[src/rtl/pwm_pattern_sequencer_pkg.sv]
// Shared note codes, state encoding and pitch table
// for the PWM pattern sequencer.
package pwm_pattern_sequencer_pkg;

    localparam int NOTE_W = 6;

    // Code 1 is C2; each code step is one semitone.
    localparam logic [NOTE_W-1:0] NOTE_RST = 6'd0;
    localparam logic [NOTE_W-1:0] NOTE_C2  = 6'd1;
    localparam logic [NOTE_W-1:0] NOTE_C4  = 6'd25;
    localparam logic [NOTE_W-1:0] NOTE_D4  = 6'd27;
    localparam logic [NOTE_W-1:0] NOTE_E4  = 6'd29;
    localparam logic [NOTE_W-1:0] NOTE_G4  = 6'd32;
    localparam logic [NOTE_W-1:0] NOTE_A4  = 6'd34;

    typedef enum logic {
        IDLE = 1'b0,
        PLAY = 1'b1
    } state_t;

    // Phase increments for C7..B7 with a 32-bit accumulator at 25 MHz.
    function automatic logic [31:0] top_octave_delta(input logic [3:0] pc);
        logic [31:0] d;
        case (pc)
            4'd0:    d = 32'd359576;
            4'd1:    d = 32'd380957;
            4'd2:    d = 32'd403610;
            4'd3:    d = 32'd427610;
            4'd4:    d = 32'd453037;
            4'd5:    d = 32'd479976;
            4'd6:    d = 32'd508516;
            4'd7:    d = 32'd538754;
            4'd8:    d = 32'd570791;
            4'd9:    d = 32'd604731;
            4'd10:   d = 32'd640691;
            4'd11:   d = 32'd678788;
            default: d = 32'd0;
        endcase
        return d;
    endfunction

endpackage

[src/rtl/pwm_pattern_sequencer_note_table.sv]
// Note code to phase increment; lower octaves are
// derived by halving the top-octave value.
module note_table
    import pwm_pattern_sequencer_pkg::*;
(
    input  logic [NOTE_W-1:0] note,
    output logic [31:0]       phase_delta
);

    logic [NOTE_W-1:0] semi;
    logic [2:0]        oct;
    logic [3:0]        pc;
    logic [31:0]       top;

    always_comb begin
        semi = note - 6'd1;
        oct  = 3'(semi / 6'd12);
        pc   = 4'(semi % 6'd12);
        top  = top_octave_delta(pc);
        if (note == NOTE_RST) begin
            phase_delta = '0;
        end else begin
            phase_delta = top >> (3'd5 - oct);
        end
    end

endmodule

[src/rtl/pwm_pattern_sequencer.sv]
// Plays a stored list of {note, length, last} entries,
// one tick-quantised note at a time, with optional looping.
module pwm_pattern_sequencer
    import pwm_pattern_sequencer_pkg::*;
#(
    parameter int TICK_CYCLES = 2_083_333,
    parameter int DEPTH       = 16,
    parameter int LEN_W       = 5,
    parameter int GAP_CYCLES  = 0
) (
    input  logic                     i_clk,
    input  logic                     i_rst,
    input  logic                     i_wr_en,
    input  logic [$clog2(DEPTH)-1:0] i_wr_addr,
    input  logic [NOTE_W-1:0]        i_wr_note,
    input  logic [LEN_W-1:0]         i_wr_len,
    input  logic                     i_wr_last,
    input  logic                     i_start,
    input  logic                     i_stop,
    input  logic                     i_loop,
    output logic [NOTE_W-1:0]        o_note,
    output logic                     o_note_valid,
    output logic                     o_gate,
    output logic [31:0]              o_phase_delta,
    output logic [$clog2(DEPTH)-1:0] o_index,
    output logic                     o_busy,
    output logic                     o_done
);

    localparam int AW = $clog2(DEPTH);
    localparam int TW = (TICK_CYCLES > 1) ? $clog2(TICK_CYCLES) : 1;

    logic [NOTE_W-1:0] mem_note [DEPTH];
    logic [LEN_W-1:0]  mem_len  [DEPTH];
    logic              mem_last [DEPTH];

    state_t            state_q, state_d;
    logic [TW-1:0]     tick_q;
    logic [LEN_W-1:0]  lcnt_q;
    logic [AW-1:0]     idx_q;
    logic [NOTE_W-1:0] note_q;
    logic [LEN_W-1:0]  len_q;
    logic              last_q;
    logic              valid_q;
    logic              done_q;

    logic              tick_end;
    logic              note_end;
    logic              fetch;
    logic              done_d;
    logic [AW-1:0]     fetch_idx;
    logic [AW-1:0]     next_idx;

    assign tick_end = (tick_q == TW'(TICK_CYCLES - 1));
    assign note_end = tick_end && (lcnt_q == len_q);
    assign next_idx = (last_q || idx_q == AW'(DEPTH - 1)) ? '0 : idx_q + 1'b1;

    always_ff @(posedge i_clk or posedge i_rst) begin
        if (i_rst) begin
            state_q <= IDLE;
        end else begin
            state_q <= state_d;
        end
    end

    always_comb begin
        state_d   = state_q;
        fetch     = 1'b0;
        fetch_idx = '0;
        done_d    = 1'b0;
        unique case (state_q)
            IDLE: begin
                if (i_start && !i_stop) begin
                    state_d = PLAY;
                    fetch   = 1'b1;
                end
            end
            PLAY: begin
                if (i_stop) begin
                    state_d = IDLE;
                end else if (note_end) begin
                    if (last_q && !i_loop) begin
                        state_d = IDLE;
                        done_d  = 1'b1;
                    end else begin
                        fetch     = 1'b1;
                        fetch_idx = next_idx;
                    end
                end
            end
        endcase
    end

    // Storage writes land after the same-edge fetch reads the old entry.
    always_ff @(posedge i_clk or posedge i_rst) begin
        if (i_rst) begin
            for (int i = 0; i < DEPTH; i++) begin
                mem_note[i] <= NOTE_RST;
                mem_len[i]  <= '0;
                mem_last[i] <= 1'b1;
            end
        end else if (i_wr_en) begin
            mem_note[i_wr_addr] <= i_wr_note;
            mem_len[i_wr_addr]  <= i_wr_len;
            mem_last[i_wr_addr] <= i_wr_last;
        end
    end

    always_ff @(posedge i_clk or posedge i_rst) begin
        if (i_rst) begin
            tick_q  <= '0;
            lcnt_q  <= '0;
            idx_q   <= '0;
            note_q  <= NOTE_RST;
            len_q   <= '0;
            last_q  <= 1'b0;
            valid_q <= 1'b0;
            done_q  <= 1'b0;
        end else begin
            valid_q <= fetch;
            done_q  <= done_d;
            if (fetch) begin
                idx_q  <= fetch_idx;
                note_q <= mem_note[fetch_idx];
                len_q  <= mem_len[fetch_idx];
                last_q <= mem_last[fetch_idx];
                tick_q <= '0;
                lcnt_q <= '0;
            end else if (state_d == IDLE) begin
                idx_q  <= '0;
                note_q <= NOTE_RST;
                len_q  <= '0;
                last_q <= 1'b0;
                tick_q <= '0;
                lcnt_q <= '0;
            end else if (tick_end) begin
                tick_q <= '0;
                lcnt_q <= lcnt_q + 1'b1;
            end else begin
                tick_q <= tick_q + 1'b1;
            end
        end
    end

    note_table u_note_table (
        .note        (note_q),
        .phase_delta (o_phase_delta)
    );

    assign o_note       = note_q;
    assign o_note_valid = valid_q;
    assign o_index      = idx_q;
    assign o_busy       = (state_q == PLAY);
    assign o_done       = done_q;
    assign o_gate       = (state_q == PLAY) && (note_q != NOTE_RST)
                          && !((lcnt_q == len_q)
                          && (32'(tick_q) >= 32'(TICK_CYCLES - GAP_CYCLES)));

endmodule
[config.mk]
export PLATFORM = sky130hd
export DESIGN_NAME = pwm_pattern_sequencer
export DESIGN_NICKNAME = d
export VERILOG_FILES = /design/src/rtl/pwm_pattern_sequencer_pkg.sv /design/src/rtl/pwm_pattern_sequencer_note_table.sv /design/src/rtl/pwm_pattern_sequencer.sv
export SDC_FILE = /design/constraint.sdc
export NUM_CORES = 1
export LEC_CHECK = 0
export CAP_MARGIN = 20
export CORE_MARGIN = 3
export CORE_UTILIZATION = 60
export DETAILED_ROUTE_END_ITERATION = 7
export PLACE_DENSITY = 0.82
export SYNTH_ARGS = -nofsm -noshare
export SYNTH_HDL_FRONTEND = slang
export SYNTH_HIERARCHICAL = 1
export SYNTH_SLANG_ARGS = --single-unit
[constraint.sdc]
create_clock -name i_clk -period 9.6 [get_ports i_clk]
set_clock_uncertainty 0.15 [all_clocks]
set_input_delay 0.96 -clock i_clk [delete_from_list [all_inputs] [get_ports i_clk]]
set_output_delay 0.96 -clock i_clk [all_outputs]
set_load 0.01 [all_outputs]
==> metrics.txt <==
status=finished clean; Met1 Wirelength=roughly 14000 um; share of the synthesized area in the top cell type=0.414; f_max=between 0.15 and 0.2 GHz; Setup Viol. Count Final=0; Die X-Extent=roughly 160 um; Post-synth ARST share=1.00; Final ANT Viol Nets=0; total gr overflow=0; Slew Limit Headroom=0.300; vias in the first global route=10418; Ys Warns=6; FF-to-FF Start=tick_q[12]; clock sink total=between 200 and 250; CTS tree=done; Via-to-Cell Ratio=6.64; worst hold path type=reg -> reg; Starting Density=0.622; Max VDD drop=approximately 0.00019 V; first-pass GRT wire length=roughly 56000 um; Final Hold Slack=roughly 350 ps; max-cap violations=0; critical path class=reg -> out; crit path time final=6520 ps; Max Used Layer=met4; Switching Share=0.285; Final Non-Filler Cells=between 1500 and 2000; worst setup margin=3080 ps; Avg Cell Area, Syn=around 10 um^2; worst slack at placement=around 3700 ps; #FFs+latches synth=roughly 240; Post-synth EDFFs=0; RePlAce Congestion=0.862; area leader, netlist=dfrtp_1; Clk pwr share=0.350; Final Hold Viols=0; CP Max Fanout=26; Critical Path End=o_phase_delta[4]; final period utilization=0.679; die area=24100 um^2; overall global routing resource usage=0.285; Seq pwr share=0.418; Cells after DPL=roughly 1500; commonest non-fill, non-tap cells in the layout=dfrtp_1, mux2_2, nor2_1, nand3_1, a211oi_1; DRC marker count from the first detailed-route iteration=about 960; Synth Flop Type=dfrtp_1; top cells by area, synth=dfrtp_1, mux2_2, nor2_1; DP HPWL=21700 um; Syn Std Cell Area=around 13000 um^2; number of buffers created by CTS=25; R2R Setup Slk=5130 ps; drt total wl=34800 um; cts repair resizes=0; Diodes inserted=0; crit path DAT=about 5400 ps; RSZ-0062 raised after global routing=no; Worst Setup SP=o_note[0]; DR DRC count=0; wire per inst=about 22 um; Reg clk slew, reported paths=60 ps; startpoint types=flip-flop; Final Max Tran Viols=0; setup_tns=0 ps; Worst R2R Path Depth=9; Setup Fix Bufs, Post-CTS=0; Post-Syn Instances=roughly 1300; WP data required=between 8000 and 9000 ps; switching power=between 800 and 900 uW; PwrDens=211 nW/um^2; antenna violations before repair=0; Final #Nets=~1300; I/O Buffers=54; Clock Path Buffers=3; H-tree Lvls=1; metal2 WL=~17000 um; pin count of the biggest net entering global routing=~120; DR pass1 iterations=6; Pint=2.25 mW; Comb power frac=0.232; PnR Total Power=about 3.1 mW; RR Endpoint=o_note[0]; die height=around 160 um; layout cells sized above 1=0.240; Unique masters post-synth=a little under 90; hold-fix buffers at CTS=0; commonest non-fill, non-tap cell in the layout=dfrtp_1; clock latency on the worst-skew pair=approximately 540 ps; Worst Tran Pin Value=~1100 ps; clk root buf=clkbuf_16; area growth from synthesis to layout=11.5%; share of the yosys chip area belonging to registers=0.445; wire length on met3=~2500 um; CP endpoint kind=output pin; Via Count=10550; Ports=68; core outline area=approximately 21000 um^2; P_leak=about 6.3 nW; num rows=53
sequential cells by signal, summed over array words and instances, names as in the netlist:
signal / flops
len_q: 5
o_done: 1
o_note: 6
mem_note: 96
lcnt_q: 5
last_q: 1
o_index: 4
mem_last: 16
tick_q: 21
o_note_valid: 1
o_busy: 1
mem_len: 80
logic make-up after synthesis:
| group | share of synthesized area |
|---|---|
| flip-flops | 0.445 |
| AND/OR/NAND/NOR | 0.154 |
| adder cells (fa/ha/maj) | 0.0112 |
| AO/OA/AOI/OAI | 0.148 |
| other | 0.000281 |
| XOR/XNOR | 0.0190 |
| multiplexers | 0.175 |
| buffers and inverters | 0.0473 |
metal layers:
| metal | vias to the layer above | global-route usage |
|---|---|---|
| met1 | 5302 | 0.397 |
| met3 | 59 | 0.0356 |
| met2 | 472 | 0.480 |
| li1 | 4717 | - |
| met5 | - | 0 |
| met4 | 0 | 0.0671 |
metrics by stage:
stage | utilization | area (um^2)
2_1_floorplan | - | 13400
3_3_place_gp | 0.647 | 13900
6_report | 0.694 | 14900
3_5_place_dp | 0.647 | 13900
4_1_cts | 0.692 | 14900
5_1_grt | 0.694 | 14900
Yosys cell counts, types with 16 or more instances:
cell type,number
dfstp_2,16
mux2i_1,16
nand2_1,40
buf_2,16
a21oi_1,43
a211oi_1,56
clkbuf_1,66
o21ai_1,21
o21ai_0,41
dfrtp_1,221
buf_4,20
mux2_2,194
nand3_1,65
and3_1,46
nor2_1,155
how the worst min path moves through the flow:
stage                 startpoint            to  slack (ps)  cells past startpoint
finish               mem_len[18]   mem_len[18]         350                      1
floorplan           mem_note[21]  mem_note[21]         320                      1
CTS                  mem_len[18]   mem_len[18]         350                      1
detailed placement  mem_note[20]  mem_note[20]         340                      1
global placement    mem_note[23]  mem_note[23]         330                      1
global route        mem_note[20]  mem_note[20]         360                      1
power groups by stage:
stage	combinational [mW]	sequential, mW	clock, mW
floorplan	0.550	1.29	0
global placement	0.696	1.31	0
detailed placement	0.716	1.32	0
CTS	0.721	1.31	1.11
global route	0.795	1.34	1.15
finish	0.729	1.31	1.10
worst max-delay path, cell delays in order (launching register included):
cell	delay, ps
dfrtp_1	360
buf_4	230
inv_1	400
ha_1	620
nor2b_2	380
a21oi_1	140
o311ai_2	490
or2_1	820
o31ai_1	180
a211oi_2	250
a21oi_1	150
a211oi_1	290
clkdlybuf4s50_1	580
area by class of cell:
cell class	instances	area, um^2
timing repair buffer	78	744
clock buffer	37	771
clock inverter	9	193
tap	275	344
multi-input combinational	938	6840
inverter	15	63.8
sequential	237	5950
fill	1569	6580
(Power assumes the default switching activity.)
